$ cat src/rtl/sht40_measure_ctrl.sv
// sht40_measure_ctrl
// Sequences one SHT40 temperature/humidity measurement over an external I2C
// byte engine. It writes the measure command, waits for the conversion to
// complete, and reads six bytes. Each 16-bit word in those bytes is checked
// with the sensor CRC-8 before the raw results are published. A NACKed read
// is retried up to MAX_RETRY times.
//
// Ports
//   clk            single clock, all logic on posedge
//   rst_n          asynchronous active-low reset
//   meas_trig      one-cycle measurement request (ignored while busy)
//   i2c_start_req  one-cycle pulse launching an engine transaction
//   i2c_addr       7-bit sensor address (DEV_ADDR)
//   i2c_rw         0 write / 1 read, held from start until the engine finishes
//   i2c_tx_data    command byte for the write transaction
//   sht_reads      byte count of the transaction (1 write, 6 read)
//   i2c_busy       engine active
//   i2c_done       one-cycle end-of-transaction pulse
//   i2c_nack       NACK status, qualified by i2c_done
//   i2c_rx_valid   one received byte on i2c_rx_data
//   temp_raw       last good raw temperature word
//   hum_raw        last good raw humidity word
//   data_valid     one-cycle pulse when temp_raw/hum_raw update
//   busy           controller active
//   crc_err        sticky CRC failure of the last measurement
//   nack_err       sticky NACK / short-read failure of the last measurement
module sht40_measure_ctrl #(
  parameter logic [6:0] DEV_ADDR    = 7'h44,
  parameter logic [7:0] CMD_BYTE    = 8'hFD,
  parameter int         WAIT_CYCLES = 500000,
  parameter int         MAX_RETRY   = 3
) (
  input  logic        clk,
  input  logic        rst_n,
  input  logic        meas_trig,
  output logic        i2c_start_req,
  output logic [6:0]  i2c_addr,
  output logic        i2c_rw,
  output logic [7:0]  i2c_tx_data,
  output logic [3:0]  sht_reads,
  input  logic        i2c_busy,
  input  logic        i2c_done,
  input  logic        i2c_nack,
  input  logic        i2c_rx_valid,
  input  logic [7:0]  i2c_rx_data,
  output logic [15:0] temp_raw,
  output logic [15:0] hum_raw,
  output logic        data_valid,
  output logic        busy,
  output logic        crc_err,
  output logic        nack_err
);

  localparam int CNT_W = $clog2(WAIT_CYCLES + 1);
  localparam int RTY_W = (MAX_RETRY > 0) ? $clog2(MAX_RETRY + 1) : 1;
  localparam logic [CNT_W-1:0] CNT_LAST = CNT_W'(WAIT_CYCLES - 1);
  localparam logic [RTY_W-1:0] RTY_MAX  = RTY_W'(MAX_RETRY);

  typedef enum logic [2:0] {
    IDLE      = 3'd0,
    SEND_CMD  = 3'd1,
    WAIT_CMD  = 3'd2,
    MEAS_WAIT = 3'd3,
    SEND_RD   = 3'd4,
    WAIT_RD   = 3'd5,
    CHECK     = 3'd6,
    DONE      = 3'd7
  } state_t;

  // Sensirion CRC-8: poly 0x31, init 0xFF, MSB first, no reflection, no final XOR.
  function automatic logic [7:0] crc8_word(input logic [7:0] msb, input logic [7:0] lsb);
    logic [7:0]  crc;
    logic [15:0] data;
    crc  = 8'hFF;
    data = {msb, lsb};
    for (int i = 15; i >= 0; i--) begin
      if (crc[7] ^ data[i]) begin
        crc = {crc[6:0], 1'b0} ^ 8'h31;
      end else begin
        crc = {crc[6:0], 1'b0};
      end
    end
    return crc;
  endfunction

  state_t            state_r, state_next_s;
  logic [CNT_W-1:0]  wait_cnt_r;
  logic [RTY_W-1:0]  retry_r;
  logic [2:0]        rx_idx_r, rx_idx_eff_s;
  logic [5:0][7:0]   rx_bytes_r;
  logic              rx_store_s, crc_ok_s, accept_s;
  logic              start_req_r, rw_r, data_valid_r, busy_r, crc_err_r, nack_err_r;
  logic [7:0]        tx_data_r;
  logic [3:0]        reads_r;
  logic [15:0]       temp_r, hum_r;

  // Next-state logic plus the receive/CRC qualifiers it depends on.
  always_comb begin
    state_next_s = state_r;
    rx_store_s   = (state_r == WAIT_RD) && i2c_rx_valid && (rx_idx_r < 3'd6);
    // A byte arriving with i2c_done counts toward the completeness check.
    rx_idx_eff_s = rx_store_s ? (rx_idx_r + 3'd1) : rx_idx_r;
    crc_ok_s     = (crc8_word(rx_bytes_r[0], rx_bytes_r[1]) == rx_bytes_r[2]) &&
                   (crc8_word(rx_bytes_r[3], rx_bytes_r[4]) == rx_bytes_r[5]);
    accept_s     = (state_r == IDLE) && meas_trig && !i2c_busy;
    case (state_r)
      IDLE: begin
        if (accept_s) begin
          state_next_s = SEND_CMD;
        end else begin
          state_next_s = IDLE;
        end
      end
      SEND_CMD: state_next_s = WAIT_CMD;
      WAIT_CMD: begin
        if (i2c_done) begin
          if (i2c_nack) begin
            state_next_s = IDLE;
          end else begin
            state_next_s = MEAS_WAIT;
          end
        end else begin
          state_next_s = WAIT_CMD;
        end
      end
      MEAS_WAIT: begin
        if (wait_cnt_r == CNT_LAST) begin
          state_next_s = SEND_RD;
        end else begin
          state_next_s = MEAS_WAIT;
        end
      end
      SEND_RD: state_next_s = WAIT_RD;
      WAIT_RD: begin
        if (i2c_done) begin
          if (i2c_nack) begin
            if (retry_r < RTY_MAX) begin
              state_next_s = MEAS_WAIT;
            end else begin
              state_next_s = IDLE;
            end
          end else if (rx_idx_eff_s == 3'd6) begin
            state_next_s = CHECK;
          end else begin
            state_next_s = IDLE;
          end
        end else begin
          state_next_s = WAIT_RD;
        end
      end
      CHECK: begin
        if (crc_ok_s) begin
          state_next_s = DONE;
        end else begin
          state_next_s = IDLE;
        end
      end
      DONE:    state_next_s = IDLE;
      default: state_next_s = IDLE;
    endcase
  end

  // State register.
  always_ff @(posedge clk or negedge rst_n) begin
    if (!rst_n) begin
      state_r <= IDLE;
    end else begin
      state_r <= state_next_s;
    end
  end

  // Registered outputs are decoded from the next state so they line up with it.
  always_ff @(posedge clk or negedge rst_n) begin
    if (!rst_n) begin
      start_req_r  <= 1'b0;
      rw_r         <= 1'b0;
      tx_data_r    <= 8'h00;
      reads_r      <= 4'd0;
      data_valid_r <= 1'b0;
      busy_r       <= 1'b0;
    end else begin
      start_req_r  <= (state_next_s == SEND_CMD) || (state_next_s == SEND_RD);
      data_valid_r <= (state_next_s == DONE);
      busy_r       <= (state_next_s != IDLE);
      // rw and sht_reads stay put between launches so they are stable through i2c_done.
      if (state_next_s == SEND_CMD) begin
        rw_r      <= 1'b0;
        tx_data_r <= CMD_BYTE;
        reads_r   <= 4'd1;
      end else if (state_next_s == SEND_RD) begin
        rw_r      <= 1'b1;
        tx_data_r <= 8'h00;
        reads_r   <= 4'd6;
      end
    end
  end

  // Wait counter, retry counter and receive byte store.
  always_ff @(posedge clk or negedge rst_n) begin
    if (!rst_n) begin
      wait_cnt_r <= '0;
      retry_r    <= '0;
      rx_idx_r   <= 3'd0;
      rx_bytes_r <= '0;
    end else begin
      if (state_r != MEAS_WAIT) begin
        wait_cnt_r <= '0;
      end else if (wait_cnt_r != CNT_LAST) begin
        wait_cnt_r <= wait_cnt_r + 1'b1;
      end
      if (accept_s || (state_r == DONE)) begin
        retry_r <= '0;
      end else if ((state_r == WAIT_RD) && i2c_done && i2c_nack && (retry_r < RTY_MAX)) begin
        retry_r <= retry_r + 1'b1;
      end
      if (state_r == SEND_RD) begin
        rx_idx_r <= 3'd0;
      end else if (rx_store_s) begin
        rx_idx_r             <= rx_idx_r + 3'd1;
        rx_bytes_r[rx_idx_r] <= i2c_rx_data;
      end
    end
  end

  // Result words and sticky error flags.
  always_ff @(posedge clk or negedge rst_n) begin
    if (!rst_n) begin
      temp_r     <= 16'h0000;
      hum_r      <= 16'h0000;
      crc_err_r  <= 1'b0;
      nack_err_r <= 1'b0;
    end else begin
      if (accept_s) begin
        crc_err_r  <= 1'b0;
        nack_err_r <= 1'b0;
      end else begin
        if ((state_r == CHECK) && !crc_ok_s) begin
          crc_err_r <= 1'b1;
        end
        // Every exit from a transfer-wait state straight to IDLE is a NACK or short read.
        if (((state_r == WAIT_CMD) || (state_r == WAIT_RD)) && (state_next_s == IDLE)) begin
          nack_err_r <= 1'b1;
        end
      end
      if ((state_r == CHECK) && crc_ok_s) begin
        temp_r <= {rx_bytes_r[0], rx_bytes_r[1]};
        hum_r  <= {rx_bytes_r[3], rx_bytes_r[4]};
      end
    end
  end

  assign i2c_start_req = start_req_r;
  assign i2c_addr      = DEV_ADDR;
  assign i2c_rw        = rw_r;
  assign i2c_tx_data   = tx_data_r;
  assign sht_reads     = reads_r;
  assign temp_raw      = temp_r;
  assign hum_raw       = hum_r;
  assign data_valid    = data_valid_r;
  assign busy          = busy_r;
  assign crc_err       = crc_err_r;
  assign nack_err      = nack_err_r;

endmodule

$ cat config.mk
export PLATFORM = sky130hd
export DESIGN_NAME = sht40_measure_ctrl
export DESIGN_NICKNAME = d
export VERILOG_FILES = /design/src/rtl/sht40_measure_ctrl.sv
export SDC_FILE = /design/constraint.sdc
export NUM_CORES = 1
export LEC_CHECK = 0
export CORE_MARGIN = 2
export CORE_UTILIZATION = 38
export CTS_CLUSTER_SIZE = 30
export DETAILED_ROUTE_END_ITERATION = 7
export GPL_ROUTABILITY_DRIVEN = 0
export GPL_TIMING_DRIVEN = 1
export SYNTH_ARGS = -nofsm -noshare
export SYNTH_HDL_FRONTEND = slang
export SYNTH_SLANG_ARGS = --single-unit
$ cat constraint.sdc
create_clock -name clk -period 3.7 [get_ports clk]
set_input_delay 0.555 -clock clk [delete_from_list [all_inputs] [get_ports clk]]
set_output_delay 0.555 -clock clk [all_outputs]
set_load 0.01 [all_outputs]
* After elaboration in Yosys (flattened, before gate mapping) *
Index checks and enable logic that the tools add are counted.

storage, ports and cells
  register bits after elaboration = 125
  input bits = 15

cells by class
  $add $sub $neg = 3
  order comparisons = 4
  eq/ne operators = 16
  muxes and demuxes = 61
  bitwise logic cells = 61
  reductions and logical operators = 26

operators with widths
  cell                   count
  $mux 6                 32
  $not 3->3              30
  $bwmux 48              1
  $mux 19                2
  $xor 1x1->1            26
  $demux 8 s3            1
  $mux 3                 8
  $mux 8                 3
  $pmux 3 s8             1
  $eq 3x3->1 const B     7
  $add 19x1->19 const B  1
  $eq 19x19->1 const B   1
  $ne 19x19->1 const B   1
  $eq 8x8->1             2
  $logic_and 1x1->1      12
  $reduce_bool 2->1      5
  $mux 2                 4
  $mux 4                 2
  $mux 1                 7
  $eq 3x1->1 const B     2
  $eq 3x2->1 const B     2
  $logic_not 3->1        2
  $lt 3x4->1 const B     1
  $xor 1x1->1 const A    4
  11 further kinds       14

* Logic depth before layout (Yosys ltp) *
Gate-level depths: netlist (run 1).

  depth in word-level cells = 39
  mapped depth = 11
  mapped depth without buffers = 8

* Worst setup path after synthesis (run 1) *
Ideal clock, no wire load.

  path type = register -> register
  start point = register rx_bytes_r[28] (netlist name)
  end point = register hum_r[10] (netlist: hum_raw[10])
  library setup time = 0.125 ns
  data arrival time = 2.979 ns
  slack = 0.596 ns
  cell stages (with the launch flop) = 11
  path buffers = 2
  clock period less this slack = 3.104 ns
  path through = dfrtp_1 > xnor3_2 > xnor3_1 > or3_1 > a211o_1 > nand2_1 > nand4bb_1 > or3b_1 > buf_6 > buf_12 > mux2_4

on the way
  word-level cells in the longest chain between the ends = 19
  elaborated cells between the ends (all ways) = 35
  those cells by class = 1 x eq/ne; 13 x mux; 19 x bitwise; 2 x reduce/logical

ends and longest elaborated chain
  what                               line  text
  from (decl)                        90    logic [5:0][7:0] rx_bytes_r;
  from (signal, indexed assignment)  220   rx_bytes_r[rx_idx_r] <= i2c_rx_data;
  $xor 1x1->1 (*)                    77    if (crc[7] ^ data[i]) begin
  $mux 6 (*)                         77
  $mux 6 (3 in series)               77
  $not 3->3 (no line)                -
  $mux 6                             77
  $not 3->3 (no line)                -
  $mux 6                             77
  $xor 1x1->1                        77
  $mux 6 (4 in series)               77
  $not 3->3 (no line)                -
  $mux 6                             77
  $eq 8x8->1 (*)                     104   (crc8_word(rx_bytes_r[3], rx_bytes_r[4]) == rx_bytes_r[5]);
  $logic_and 1x1->1 (*)              103   crc_ok_s = (crc8_word(rx_bytes_r[0], rx_bytes_r[1]) == rx_bytes_r[2]) &&
  $logic_and 1x1->1 (*)              245   if ((state_r == CHECK) && crc_ok_s) begin
  to (signal assigned)               247   hum_r <= {rx_bytes_r[3], rx_bytes_r[4]};
  to (decl)                          95    logic [15:0] temp_r, hum_r;

Mark *: on every way between the ends. The rest lies on a longest branch, timed or not.
A chain may end at the register's enable or synchronous reset.

* Worst setup path in the final report (run 1) *
  start point = register rx_bytes_r[28] (netlist name)
  end point = register hum_r[13] (netlist: hum_raw[13])

The elaborated chain is that of the path after synthesis.

==> results of run 1 <==
-- metal layers --
| layer | up-vias | track usage [%] | share of wire, % |
|---|---|---|---|
| li1 | 1872 | - | - |
| met1 | 1958 | 19.62 | 47 |
| met2 | 85 | 24.58 | 48 |
| met3 | 18 | 3.487 | 3.2 |
| met4 | 0 | 7.109 | 2.1 |
| met5 | - | 0 | 0 |
-- state kept, by name, indices dropped and copies added (netlist names) --
signal         cells
sht_reads          1
busy               1
wait_cnt_r        19
data_valid         1
rx_idx_r           3
crc_err            1
temp_raw          16
hum_raw           16
retry_r            2
rx_bytes_r        48
i2c_start_req      1
nack_err           1
i2c_tx_data        1
state_r            3
-- worst paths after layout --
kind	startpoint	end
setup reg to reg	rx_bytes_r[28]$_DFFE_PN0P_	hum_raw[13]$_DFFE_PN0P_
hold / removal	rst_n	hum_raw[5]$_DFFE_PN0P_
setup / recovery	rx_bytes_r[28]$_DFFE_PN0P_	hum_raw[13]$_DFFE_PN0P_
min in group clk	wait_cnt_r[2]$_DFFE_PN0N_	wait_cnt_r[2]$_DFFE_PN0N_
hold reg to reg	wait_cnt_r[2]$_DFFE_PN0N_	wait_cnt_r[2]$_DFFE_PN0N_
max in group asynchronous	rst_n	temp_raw[13]$_DFFE_PN0P_
-- final cells by class --
type	instances	area, um2	share of cell area [%]
clock inverter	11	137.6	1.814
timing repair buffer	71	698.2	9.200
multi-input combinational	357	3167	41.73
sequential	114	2853	37.59
inverter	6	22.52	0.2968
clock buffer	21	440.4	5.804
tap	216	270.3	3.561
-- per-stage QoR --
| stage | total power [mW] | util, % | hold WS [ps] | cell area, um2 |
|---|---|---|---|---|
| 3_5_place_dp | 1.561 | 43.81 | 473.6 | 7010 |
| 3_3_place_gp | 1.557 | 43.81 | 469.6 | 7010 |
| 4_1_cts | 3.185 | 47.43 | 280.9 | 7589 |
| 2_1_floorplan | 1.461 | - | 259.4 | 6299 |
| 5_1_grt | 3.268 | 47.43 | 313.9 | 7589 |
| 6_report | 3.136 | 47.43 | 248.6 | 7589 |
-- logic make-up after synthesis --
| kind of cell | Yosys count | share of synthesized area, % |
|---|---|---|
| simple gates | 123 | 10.05 |
| flops | 114 | 45.48 |
| mux | 92 | 18.43 |
| xor+xnor | 83 | 15.90 |
| compound gates | 47 | 4.967 |
| buf+inv | 38 | 4.448 |
| fa+ha+maj | 3 | 0.5985 |
| other cells | 2 | 0.1197 |
-- critical path: stages (launching register included) --
cell       delay (ps)
dfrtp_1           410
xnor3_2           480
xnor3_1           410
or3_1             370
a211o_1           290
nand2_1           110
nand4bb_1         120
or3b_2            490
buf_4             270
mux2_4            340
-- power by group --
| group | internal (mW) | switching (mW) |
|---|---|---|
| Combinational | 0.0996 | 0.124 |
| Clock | 1.05 | 0.550 |
| Sequential | 1.27 | 0.0399 |
| Total | 2.42 | 0.713 |
-- Yosys cell counts (all sizes together) (3+ instances only) --
cell      n
nand3    17
inv       6
nor4      3
xnor2    43
nor2     30
buf      24
or2       3
o21ai    16
nand2b    8
ha        3
clkbuf    8
nor4b     3
nor3      3
or3       3
nand2    30
a31oi     4
dfrtp   114
xor3      3
and3      8
a21oi     7
mux2i    11
xnor3    13
mux2     81
xor2     24
==> results.py, run 1 <==
metrics = {
    "synthesis": {
        "synthFlopType": "dfrtp_1",
        "netlist.area_leader.share_pct": 45.48,
        "ys_types": 65,
        "synth_area_leaders": "dfrtp_1, mux2_2, mux2_4",
        "synth_area_leader_cell": "dfrtp_1",
        "synthCells": 502,
        "synth_area_mm2": 0.006272,
        "postSynthAreaPerCell_um2": 12.49,
        "synth_edf_count": 0,
        "synth-seq-cells": 114,
        "yosysWarnings": 0,
        "yosysSeqAreaShare_pct": 45.48,
        "synth-async-reset-ratio_pct": 100.0,
    },
    "place": {
        "dp_cells": 764,
        "post-place-ws_ps": 286.3,
        "place_hpwl_um": 8966,
        "portBuffers": 62,
    },
    "route": {
        "drtAntennaViolNets": 0,
        "viasPerCell": 4.941,
        "routed_wl_um": 12750,
        "drt_iter0_markers": 208,
        "via_count": 3933,
        "drt-pass1-iter-count": 4,
        "post_drt_wl_per_cell_um": 16.01,
        "drc": 0,
    },
    "power": {
        "irDropWorstVdd_mv": 0.3187,
        "power_density_mw_per_mm2": 413.3,
        "leakage_nw": 3.532,
    },
    "cts": {
        "hold_buffers": 0,
        "cts_setup_buffers": 0,
        "cts_buffers": 17,
        "cts-root-buf": "clkbuf_16",
        "postCtsResizedCells": 0,
        "cts_htree_levels": 4,
        "cts_tree": "done",
        "clk_pin_slew_ps": 50,
        "clock-sinks": 114,
        "clock_latency_ps": 410,
        "cts.path.max_buffers": 2,
    },
    "worst_setup_path": {
        "endpoint_kind": "flip-flop",
        "path_class": "reg -> reg",
        "ff2ff_path_depth": 9,
        "cp.arrival_ps": 3720,
        "required_ps": 3990,
        "worst_setup_path_start_kind": "flip-flop",
        "crit_fanout": 21,
        "r2r_slack_ps": 270,
    },
    "grt": {
        "grt-ovfl-total": 0,
        "antenna_found_initial": 0,
        "grt.total_usage_pct": 15.28,
        "grt_max_degree": 68,
        "grt_pass1_vias": 4007,
        "grt_pass1_wl_um": 20950,
    },
    "sta": {
        "rsz0062_at_grt": "false",
        "finalHoldViolCount": 0,
        "max-slew-margin-rel_pct": 42.18,
        "finalSetupViolCount": 0,
        "min_period_ps": 3426,
        "fmax_mhz": 291.9,
        "worstMarginPinSlew_ps": 867.3,
        "tns_ps": 0,
        "finalMaxSlewViolations": 0,
        "setup_slack_ps": 273.7,
        "finClkSkew_ps": 7.575,
        "finalCritPeriodShare_pct": 92.60,
    },
    "job": {
        "drv_cap": 0,
    },
    "finish": {
        "layout.nets": 585,
        "drive_gt1_share_pct": 23.79,
        "stdcell_count": 796,
        "syn_to_final_growth_pct": 20.99,
        "final_common_cell": "dfrtp_1",
        "layout.cells.most_common_list": "dfrtp_1, clkdlybuf4s50_1, mux2_2, xnor2_1",
        "fillerInstances": 1479,
        "diodes": 0,
    },
    "floorplan": {
        "row_count": 46,
        "die_area_mm2": 0.01755,
        "ios": 72,
        "dieHeight_um": 132.5,
        "initial_utilization_pct": 39.20,
        "core-area_mm2": 0.01600,
        "die_w_um": 132.5,
    },
    "worst_hold_path": {
        "hold_class": "in -> async",
    },
    "run_status": {
        "status": "completed",
    },
}
Power figures use the tool's default switching activity.
==> inputs of run 2 (changes only) <==
Settings changed: SLEW_MARGIN from default to 25.
==> results of run 2 <==
Same layout as run 1: the final DEF is identical, and so are final timing and power.
